<file path="config.mk">
export PLATFORM = sky130hd
export DESIGN_NAME = mat_operand_loader_flat
export DESIGN_NICKNAME = d
export VERILOG_FILES = /design/src/rtl/mat_pkg.sv /design/src/rtl/mat_operand_loader_if.sv /design/src/rtl/mat_result_serializer.sv /design/src/rtl/mat_operand_loader.sv /design/src/flat_wrapper.sv
export SDC_FILE = /design/constraint.sdc
export NUM_CORES = 1
export LEC_CHECK = 0
export BUFFER_PORTS_ARGS = -buffer_cell sky130_fd_sc_hd__clkbuf_2
export CAP_MARGIN = 20
export CORE_ASPECT_RATIO = 1.1
export CORE_MARGIN = 5
export CORE_UTILIZATION = 35
export CTS_CLUSTER_SIZE = 16
export DETAILED_ROUTE_END_ITERATION = 8
export PLACE_DENSITY_LB_ADDON = 0.12
export SLEW_MARGIN = 20
export SYNTH_ARGS = -nofsm -noshare
export SYNTH_HDL_FRONTEND = slang
export SYNTH_SLANG_ARGS = --single-unit
</file>
<file path="constraint.sdc">
create_clock -name clk -period 4.3 [get_ports clk]
set_clock_uncertainty 0.05 [all_clocks]
set_input_delay 0.43 -clock clk [delete_from_list [all_inputs] [get_ports clk]]
set_output_delay 0.43 -clock clk [all_outputs]
set_load 0.005 [all_outputs]
</file>
<file path="src/rtl/mat_pkg.sv">
// Shared state encoding, byte counts and element addressing for the
// matrix operand loader and its result serializer.
package mat_pkg;

  typedef enum logic [2:0] {
    ST_IDLE,
    ST_LOAD,
    ST_START,
    ST_WAIT,
    ST_DRAIN
  } mat_state_e;

  localparam int MAT_OPERAND_BYTES = 8;
  localparam int MAT_RESULT_BYTES  = 4;

  // Bit offset of element [r][c] inside a packed 2x2 byte matrix.
  function automatic int elem_bit_offset(input int r, input int c);
    return 8 * (2 * r + c);
  endfunction

endpackage

</file>
<file path="src/rtl/mat_operand_loader_if.sv">
// Byte-in / operand / byte-out bus between the 8-bit core, the loader and
// the 2x2 matrix multiplier.
interface mat_operand_loader_if;

  logic [7:0]  in_data;
  logic        in_valid;
  logic        in_ready;

  logic [31:0] mm_a;
  logic [31:0] mm_b;
  logic        mm_start;
  logic [31:0] mm_c;
  logic        mm_done;

  logic [7:0]  out_data;
  logic        out_valid;
  logic        out_ready;

  // Loader side.
  modport slave (
    input  in_data, in_valid, mm_c, mm_done, out_ready,
    output in_ready, mm_a, mm_b, mm_start, out_data, out_valid
  );

  // Core / multiplier side.
  modport master (
    output in_data, in_valid, mm_c, mm_done, out_ready,
    input  in_ready, mm_a, mm_b, mm_start, out_data, out_valid
  );

endinterface

</file>
<file path="src/rtl/mat_result_serializer.sv">
// Captures a 32-bit product on a load pulse and emits it as four bytes,
// least significant first, over a valid/ready handshake.
module mat_result_serializer
  import mat_pkg::*;
(
  input  logic        clk,
  input  logic        rst_n,
  input  logic        load,
  input  logic [31:0] value,
  output logic [7:0]  out_data,
  output logic        out_valid,
  input  logic        out_ready,
  output logic        last_accept
);

  localparam logic [1:0] LAST_IDX = 2'(MAT_RESULT_BYTES - 1);

  logic [31:0] res_q, res_d;
  logic [1:0]  idx_q, idx_d;
  logic        vld_q, vld_d;
  logic        accept;
  logic [7:0]  res_bytes [MAT_RESULT_BYTES];

  assign accept      = vld_q && out_ready;
  assign last_accept = accept && (idx_q == LAST_IDX);

  for (genvar gi = 0; gi < MAT_RESULT_BYTES; gi++) begin : g_bytes
    assign res_bytes[gi] = res_q[gi*8 +: 8];
  end

  assign out_data  = res_bytes[idx_q];
  assign out_valid = vld_q;

  always_comb begin
    res_d = res_q;
    idx_d = idx_q;
    vld_d = vld_q;
    if (load) begin
      res_d = value;
      idx_d = '0;
      vld_d = 1'b1;
    end else if (accept) begin
      if (idx_q == LAST_IDX) begin
        vld_d = 1'b0;
        idx_d = '0;
      end else begin
        idx_d = idx_q + 2'd1;
      end
    end
  end

  always_ff @(posedge clk or negedge rst_n) begin
    if (!rst_n) begin
      res_q <= '0;
      idx_q <= '0;
      vld_q <= 1'b0;
    end else begin
      res_q <= res_d;
      idx_q <= idx_d;
      vld_q <= vld_d;
    end
  end

endmodule

</file>
<file path="src/rtl/mat_operand_loader.sv">
// Collects eight operand bytes into two packed 2x2 matrices, starts the
// multiplier, then streams the 4-byte product back. Optional WAIT watchdog
// is built when MAT_LOADER_TIMEOUT_EN is defined.
module mat_operand_loader
  import mat_pkg::*;
#(
  parameter int TIMEOUT_CYCLES = 15
) (
  input  logic                 clk,
  input  logic                 rst_n,
  mat_operand_loader_if.slave  io,
  output logic                 busy,
  output logic                 timeout_err
);

  localparam logic [2:0] LD_LAST = 3'(MAT_OPERAND_BYTES - 1);

  mat_state_e  state_q, state_d;
  logic [2:0]  ld_cnt_q, ld_cnt_d;
  logic        armed_q, armed_d;
  logic [7:0]  opnd_q [MAT_OPERAND_BYTES];
  logic [7:0]  opnd_d [MAT_OPERAND_BYTES];

  logic        in_xfer;
  logic        capture;
  logic        to_hit;
  logic        ser_load;
  logic        ser_last;

  assign io.in_ready = (state_q == ST_IDLE) || (state_q == ST_LOAD);
  assign io.mm_start = (state_q == ST_START);
  assign busy        = (state_q != ST_IDLE);
  assign in_xfer     = io.in_valid && io.in_ready;
  assign capture     = (state_q == ST_WAIT) && armed_q && io.mm_done;

  // The load counter is zero whenever we sit in IDLE, so the first byte
  // lands in slot 0 without a separate IDLE write path.
  for (genvar gi = 0; gi < MAT_OPERAND_BYTES; gi++) begin : g_opnd
    assign opnd_d[gi] = (in_xfer && (ld_cnt_q == 3'(gi))) ? io.in_data : opnd_q[gi];

    always_ff @(posedge clk or negedge rst_n) begin
      if (!rst_n) begin
        opnd_q[gi] <= '0;
      end else begin
        opnd_q[gi] <= opnd_d[gi];
      end
    end
  end

  for (genvar gi = 0; gi < 4; gi++) begin : g_pack
    assign io.mm_a[elem_bit_offset(gi / 2, gi % 2) +: 8] = opnd_q[gi];
    assign io.mm_b[elem_bit_offset(gi / 2, gi % 2) +: 8] = opnd_q[gi + 4];
  end

  always_comb begin
    state_d  = state_q;
    ld_cnt_d = ld_cnt_q;
    armed_d  = armed_q;
    ser_load = 1'b0;
    unique case (state_q)
      ST_IDLE, ST_LOAD: begin
        if (in_xfer) begin
          if (ld_cnt_q == LD_LAST) begin
            ld_cnt_d = '0;
            state_d  = ST_START;
          end else begin
            ld_cnt_d = ld_cnt_q + 3'd1;
            state_d  = ST_LOAD;
          end
        end
      end
      ST_START: begin
        armed_d = 1'b0;
        state_d = ST_WAIT;
      end
      ST_WAIT: begin
        // A done level left over from the previous operation must fall
        // before a rising done can be trusted.
        if (capture) begin
          ser_load = 1'b1;
          armed_d  = 1'b0;
          state_d  = ST_DRAIN;
        end else if (to_hit) begin
          armed_d  = 1'b0;
          state_d  = ST_IDLE;
        end else if (!io.mm_done) begin
          armed_d  = 1'b1;
        end
      end
      ST_DRAIN: begin
        if (ser_last) begin
          state_d = ST_IDLE;
        end
      end
      default: begin
        state_d = ST_IDLE;
      end
    endcase
  end

  always_ff @(posedge clk or negedge rst_n) begin
    if (!rst_n) begin
      state_q  <= ST_IDLE;
      ld_cnt_q <= '0;
      armed_q  <= 1'b0;
    end else begin
      state_q  <= state_d;
      ld_cnt_q <= ld_cnt_d;
      armed_q  <= armed_d;
    end
  end

`ifdef MAT_LOADER_TIMEOUT_EN
  localparam int             TO_W    = $clog2(TIMEOUT_CYCLES + 1);
  localparam logic [TO_W-1:0] TO_LAST = TO_W'(TIMEOUT_CYCLES - 1);

  logic [TO_W-1:0] to_cnt_q, to_cnt_d;
  logic            to_err_q, to_err_d;

  // to_cnt_q holds the number of WAIT cycles already completed.
  assign to_hit = (state_q == ST_WAIT) && (to_cnt_q == TO_LAST);

  always_comb begin
    to_cnt_d = '0;
    to_err_d = to_err_q;
    if (state_q == ST_WAIT) begin
      to_cnt_d = to_cnt_q + TO_W'(1);
    end
    if (to_hit && !capture) begin
      to_err_d = 1'b1;
    end
  end

  always_ff @(posedge clk or negedge rst_n) begin
    if (!rst_n) begin
      to_cnt_q <= '0;
      to_err_q <= 1'b0;
    end else begin
      to_cnt_q <= to_cnt_d;
      to_err_q <= to_err_d;
    end
  end

  assign timeout_err = to_err_q;
`else
  logic unused_timeout_cfg;
  assign unused_timeout_cfg = |TIMEOUT_CYCLES;
  assign to_hit             = 1'b0;
  assign timeout_err        = 1'b0;
`endif

  mat_result_serializer u_ser (
    .clk         (clk),
    .rst_n       (rst_n),
    .load        (ser_load),
    .value       (io.mm_c),
    .out_data    (io.out_data),
    .out_valid   (io.out_valid),
    .out_ready   (io.out_ready),
    .last_accept (ser_last)
  );

endmodule

</file>
<file path="src/flat_wrapper.sv">
// flat-port wrapper written by rule: the top's interface ports become plain ports
module mat_operand_loader_flat import mat_pkg::*;
#(
  parameter int TIMEOUT_CYCLES = 15
)
  (clk, rst_n, busy, timeout_err, io_in_data, io_in_valid, io_mm_c, io_mm_done, io_out_ready, io_in_ready, io_mm_a, io_mm_b, io_mm_start, io_out_data, io_out_valid);
  mat_operand_loader_if io_i ();
  input  logic clk;
  input  logic rst_n;
  output logic busy;
  output logic timeout_err;
  input wire logic [$bits(io_i.in_data)-1:0] io_in_data;
  input wire logic [$bits(io_i.in_valid)-1:0] io_in_valid;
  input wire logic [$bits(io_i.mm_c)-1:0] io_mm_c;
  input wire logic [$bits(io_i.mm_done)-1:0] io_mm_done;
  input wire logic [$bits(io_i.out_ready)-1:0] io_out_ready;
  output wire logic [$bits(io_i.in_ready)-1:0] io_in_ready;
  output wire logic [$bits(io_i.mm_a)-1:0] io_mm_a;
  output wire logic [$bits(io_i.mm_b)-1:0] io_mm_b;
  output wire logic [$bits(io_i.mm_start)-1:0] io_mm_start;
  output wire logic [$bits(io_i.out_data)-1:0] io_out_data;
  output wire logic [$bits(io_i.out_valid)-1:0] io_out_valid;
  assign io_i.in_data = io_in_data;
  assign io_i.in_valid = io_in_valid;
  assign io_i.mm_c = io_mm_c;
  assign io_i.mm_done = io_mm_done;
  assign io_i.out_ready = io_out_ready;
  assign io_in_ready = io_i.in_ready;
  assign io_mm_a = io_i.mm_a;
  assign io_mm_b = io_i.mm_b;
  assign io_mm_start = io_i.mm_start;
  assign io_out_data = io_i.out_data;
  assign io_out_valid = io_i.out_valid;
  mat_operand_loader #(.TIMEOUT_CYCLES(TIMEOUT_CYCLES)) u_core (.clk(clk), .rst_n(rst_n), .io(io_i), .busy(busy), .timeout_err(timeout_err));
endmodule
</file>
==> run metrics, run 1 <==
status finished, final reports clean; Synth Area in Compound Gates 1.44%; cells after synthesis 278; first-pass GRT wire length roughly 15 mm; RD Place Congestion 0.724; latest clock arrival within the worst-skew pair 0.33 ns; predominant post-synthesis flop cell dfrtp_1; Cell Area, Synth ~4300 sq um; n_diodes 0; die span in y 127 um; Final WS setup 2.00 ns; num rows between 40 and 50; Place WS around 2.1 ns; DRT iter0 DRCs 113; Port Buffers 120; Final Cycle Share between 50% and 60%; Setup TNS Final 0 ns; grt total ovfl 0; Post-synth EDFFs 0; deepest clock path buffer count 2; max-cap violations 0; share of layout cells above drive strength 1 60.2%; Mapped Nets 330; vias in the first global route 2771; asr flop ratio synth 100%; final WL 9.76 mm; post-route antenna net violation count 0; Slowest-stage cell, CP dfrtp_1; Max Freq 435 MHz; crit end category primary output; Core ar. 12100 sq um; I/O pins 122; Fillers 1128; Post-CTS Setup Bufs 0; syn_area_per_cell 15.6 sq um; maximum vdd drop 0.000280 V; minimum clock period 2.30 ns; Final Hold Fails 0; Area growth, synth to finish 23.2%; Nets 449; Post-Synth Simple-Gate Area 4.37%; WP data arrival 1.82 ns; Global Route met3 Usage 4.29%; Die W 116 um; min-delay worst type input pin to async pin; total number of vias 2674; FF+latch count, synth 106; fin. max-slew vios 0; largest family of logic cells by synthesized area multiplexers; crit path kind flop to primary output; GRT Overall Usage approximately 14%; Worst-path clk slew 0.07 ns; sequential-to-total area share from yosys stat 61.0%; distinct cell type count after synthesis 32; Leak Pwr approximately 0.0026 uW; root buf cell clkbuf_16; CTS Sinks 106; Synth Area in Adders 2.01%; CP peak stage delay 0.76 ns; M1 GR Usage 18.0%; Synth top area share 61.0%; FF-to-FF path depth 3; Util after Layout between 40% and 50%; yosys warns 0; cts hold-fix bufs 0; worst hold slack 0.0813 ns; top area cells in the synthesized netlist dfrtp_1 61%, mux2_2 25%, mux4_2 4.1%; M2 GR Usage 21.1%; final setup fails 0; drt first pass iters 4; TritonCTS clock tree built; fraction of synthesized cell area in xor and xnor cells 0%; largest net degree at the start of global routing slightly above 80; WP data required 3.82 ns; Initial Utilization between 30% and 40%; Detailed Place HPWL 6.95 mm; die footprint 14800 sq um; Worst slew margin 33.7%; Post-Layout Cell Count about 560; RSZ-0062 raised after global routing no; Via density 4.81; busiest grt layer met2; worst path cell trace mux4_2 > clkbuf_2; CTS H-Tree Depth 3; PD cells around 720 nW/um^2; crit path launch type flop; post-synthesis mux area share between 20% and 30%; slew of the pin with the lowest slew margin 0.991 ns; Placed Cells incl. Taps 540; initial antenna violation count 0; CTS buffer count 9; leading area contributor after synthesis dfrtp_1; crit-path max FO 11; routed length per instance 17.6 um; CTS-repair resized insts 0; number of remaining DRC errors 0
area by class of cell:
type / count / area (sq um) / area share [%]
clock buffers: 12 / 236 / 4.41
well taps: 154 / 193 / 3.60
inverters: 3 / 11.3 / 0.210
repair buffers: 121 / 614 / 11.5
multi-input cells: 156 / 1620 / 30.2
flip-flops and latches: 106 / 2650 / 49.5
clock inverters: 4 / 28.8 / 0.537
placed cells by master, fill, tap and decap left out, types with 3 or more instances in the layout:
master | Yosys | final
mux2_2 | 96 | 96
clkbuf_2 | 0 | 119
a21oi_1 | 3 | 3
nor2_1 | 7 | 7
ha_1 | 7 | 7
dfrtp_1 | 106 | 106
nand2b_1 | 3 | 3
clkbuf_1 | 4 | 3
nand2_1 | 7 | 7
inv_1 | 3 | 3
mux4_2 | 8 | 8
nand3_1 | 3 | 3
o21ai_0 | 3 | 3
clkbuf_16 | 0 | 9
critical path, delay by kind of cell (launching register included):
kind | cells | cell delay (ns)
buf+inv | 1 | 0.13
flops | 1 | 0.76
mux | 1 | 0.60
power breakdown:
part           switching, uW  internal [uW]  total, uW
combinational            510            814       1320
sequential               311           1490       1800
clock                    346            394        740
total                   1170           2700       3860
Yosys cell counts (3+ instances only):
library cell and n:
nand2b_1 3, nand2_1 7, ha_1 7, nor2_1 7, mux2_2 96, clkbuf_1 4
mux4_2 8, nand3_1 3, a21oi_1 3, o21ai_0 3, dfrtp_1 106, inv_1 3
buf_2 5
worst paths after layout:
kind,from,to,slack [ns]
worst min register to register,u_core.armed_q$_DFFE_PN0P_,u_core.armed_q$_DFFE_PN0P_,0.44
worst min-delay path,rst_n,u_core.u_ser.res_q[2]$_DFFE_PN0N_,0.08
worst max-delay path,u_core.u_ser.idx_q[0]$_DFFE_PN0P_,io_out_data[1],2.00
worst max register to register,u_core.state_q[2]$_DFFE_PN0P_,u_core.u_ser.res_q[3]$_DFFE_PN0N_,2.18
min in group clk,io_mm_c[5],u_core.u_ser.res_q[5]$_DFFE_PN0N_,0.27
max in group asynchronous,rst_n,u_core.io.mm_a[29]$_DFFE_PN0P_,3.26
metal layers:
metal,vias up,wire length [um]
met5,-,0
met4,0,142
met3,10,856
met2,84,4560
met1,1347,4200
li1,1233,-
metrics by stage:
stage | total power (uW) | instance area (sq um)
6_report | 3860 | 5360
5_1_grt | 4160 | 5360
4_1_cts | 3950 | 5350
3_5_place_dp | 3190 | 5090
3_3_place_gp | 3150 | 5090
2_1_floorplan | 2550 | 4350
flip-flops by register name, summed over array words and instances (netlist names):
name	count
u_core.io.mm_a	32
u_core.io.mm_b	32
u_core.u_ser.out_valid	1
u_core.ld_cnt_q	3
u_core.u_ser.idx_q	2
u_core.state_q	3
u_core.armed_q	1
u_core.u_ser.res_q	32
cells by family (layout without fill, tap and decap cells):
kind of cell,Yosys count,count (layout)
DFF,106,106
muxes,105,105
and+or+nand+nor,33,33
buffers and inverters,16,140
AOI/OAI and AO/OA,10,10
adders and majority gates,7,7
other,1,1
No activity file was read; power rests on OpenSTA's default activity.
==> inputs of run 2 (changes only) <==
clock period = 2.4 ns   (was 4.3 ns; I/O delays follow)
==> run 2 against run 1 <==
Compared with the run above: global-route usage grew 0.75 points; final cell count grew 0.90%; sequential share of layout area shrank 0.75 points; sequential cell count is the same; critical path depth is the same; routed wire length grew 3.9%; via count grew 2.2%; clock power grew 93%; utilization grew 0.68 points.
==> run metrics, run 2 (synthesis gave the netlist of run 1 again) <==
CTS buffer count 9 (unchanged); WP data required 2.11 ns (-1.71 ns); Fillers 1139 (+0.98%); die span in y 127 um (unchanged); worst path cell trace mux4_2 > clkbuf_2; capture point of the worst reg-to-reg path u_core.io.mm_b[25]$_DFFE_PN0P_; DRT iter0 DRCs 135 (+19%); hold_sp io_mm_c[20]; latest clock arrival within the worst-skew pair 0.34 ns (about the same); fin. max-slew vios 0 (unchanged); I/O pins 122 (unchanged); CTS-repair resized insts 0 (unchanged); Placed Cells incl. Taps 544 (+0.74%); RD Place Congestion 0.746 (+3.0%); vias in the first global route 2900 (+4.7%); final setup fails 0 (unchanged); Hold Path Depth 2; crit end category primary output; n_diodes 0 (unchanged); share of layout cells above drive strength 1 61.2% (+0.98 points); Worst slew margin 59.1% (+25 points); Final Hold Fails 0 (unchanged); total number of vias 2734 (+2.2%); initial antenna violation count 0 (unchanged); CTS Sinks 106 (unchanged); Setup TNS Final 0 ns (unchanged); TritonCTS clock tree built; final WL 10.1 mm (+3.9%); status finished, final reports clean; largest net degree at the start of global routing 64 (-21%); R2R Setup Slk 0.36 ns (-1.82 ns); Nets 454 (+1.1%); CP peak stage delay 0.73 ns (-0.03 ns); maximum vdd drop 0.000548 V (+95%); routed length per instance 18.1 um (+3.0%); WHS Endpoint u_core.u_ser.res_q[20]$_DFFE_PN0N_; Core ar. 12100 sq um (unchanged); Slowest-stage cell, CP dfrtp_1; num rows 42 (unchanged); Die W 116 um (unchanged); deepest clock path buffer count 2 (unchanged); Via density 4.87 (+1.3%); number of remaining DRC errors 0 (unchanged); Max Freq 482 MHz; Worst-path clk slew 0.07 ns (about the same); most common cell after layout, fill and taps aside clkbuf_2; grt total ovfl 0 (unchanged); CP top delay family flip-flops; Util after Layout 45.0% (+0.68 points); Bufs and invs on worst path 1 (unchanged); crit-path max FO 9 (-2); Leak Pwr 0.00264 uW (+1.8%); Post-Layout Cell Count 561 (+0.90%); WP data arrival 1.79 ns (-0.03 ns); post-route antenna net violation count 0 (unchanged); Place WS 0.354 ns (-1.73 ns); Post-CTS Setup Bufs 0 (unchanged); Final WS setup 0.324 ns (-1.67 ns); root buf cell clkbuf_16; max-cap violations 0 (unchanged); crit path launch type flop; Area growth, synth to finish 25.1%; Detailed Place HPWL 7.21 mm (+3.7%); RSZ-0062 raised after global routing no; most frequent cells in the layout 119 x clkbuf_2, 106 x dfrtp_1, 96 x mux2_2; first-pass GRT wire length 16.3 mm (+6.0%); reg-to-reg startpoint u_core.ld_cnt_q[0]$_DFFE_PN0P_; slew of the pin with the lowest slew margin 0.614 ns (-0.378 ns); Final Cycle Share 86.5%; PD cells 1300 nW/um^2 (+80%); die footprint 14800 sq um (unchanged); minimum clock period 2.08 ns; crit path kind flop to primary output; min-delay worst type input pin to flop; FF-to-FF path depth 4 (+1); Port Buffers 120 (unchanged); GRT Overall Usage 14.4% (+0.75 points); Initial Utilization 36.0% (unchanged); CTS H-Tree Depth 3 (unchanged); drt first pass iters 4 (unchanged)
-- run 2: report_power, final --
group | total (uW) | internal [uW] | switching, uW
logic | 2410 | 1480 | 930
clock network | 1430 | 744 | 685
registers | 3230 | 2670 | 567
-- run 2: stage by stage --
step | hold slack (ns) | cell area (sq um) | power (uW)
6_report | 0.0758 | 5440 | 7070
5_1_grt | 0.0675 | 5440 | 7610
4_1_cts | 0.0685 | 5440 | 7220
3_5_place_dp | 0.155 | 5140 | 5760
3_3_place_gp | 0.153 | 5140 | 5690
2_1_floorplan | -0.106 | 4350 | 4560
-- run 2: worst max path at each step --
stage | start | end | slack [ns] | cells after the start
floorplan | u_core.state_q[2]$_DFFE_PN0P_ | u_core.io.mm_a[16]$_DFFE_PN0P_ | 0.59 | 4
global placement | u_core.state_q[2]$_DFFE_PN0P_ | u_core.io.mm_a[19]$_DFFE_PN0P_ | 0.38 | 3
detailed placement | u_core.state_q[1]$_DFFE_PN0P_ | u_core.io.mm_a[20]$_DFFE_PN0P_ | 0.35 | 3
CTS | u_core.u_ser.idx_q[0]$_DFFE_PN0P_ | io_out_data[1] | 0.26 | 2
global route | u_core.u_ser.idx_q[0]$_DFFE_PN0P_ | io_out_data[1] | 0.20 | 2
finish | u_core.u_ser.idx_q[0]$_DFFE_PN0P_ | io_out_data[1] | 0.32 | 2
-- run 2: worst register-to-register path, cell delays in order (launching register included) --
cell     delay, ns
dfrtp_1       0.41
ha_1          0.21
ha_1          0.28
and3_1        0.58
mux2_2        0.41
-- run 2: final cells by class --
cell class                 instances  area, sq um  share of cell area, %
sequential                       106         2650                   48.8
multi-input combinational        156         1620                   29.8
timing repair buffer             126          676                   12.4
clock buffer                      10          239                   4.39
tap                              154          193                   3.54
clock inverter                     6         47.5                  0.874
inverter                           3         11.3                  0.207
-- run 2: layer usage --
layer  wire [um]  global-route usage, %  vias up
met5           0                      0        -
met4         124                   4.30        0
met3         808                   5.05        9
met2        4860                   22.8       82
met1        4350                   18.8     1395
li1            -                      -     1248
-- run 2: timing repair --
action	CTS	global route
setup endpoints to repair	0	0
hold buffers	1	0
hold endpoints to repair	29	0
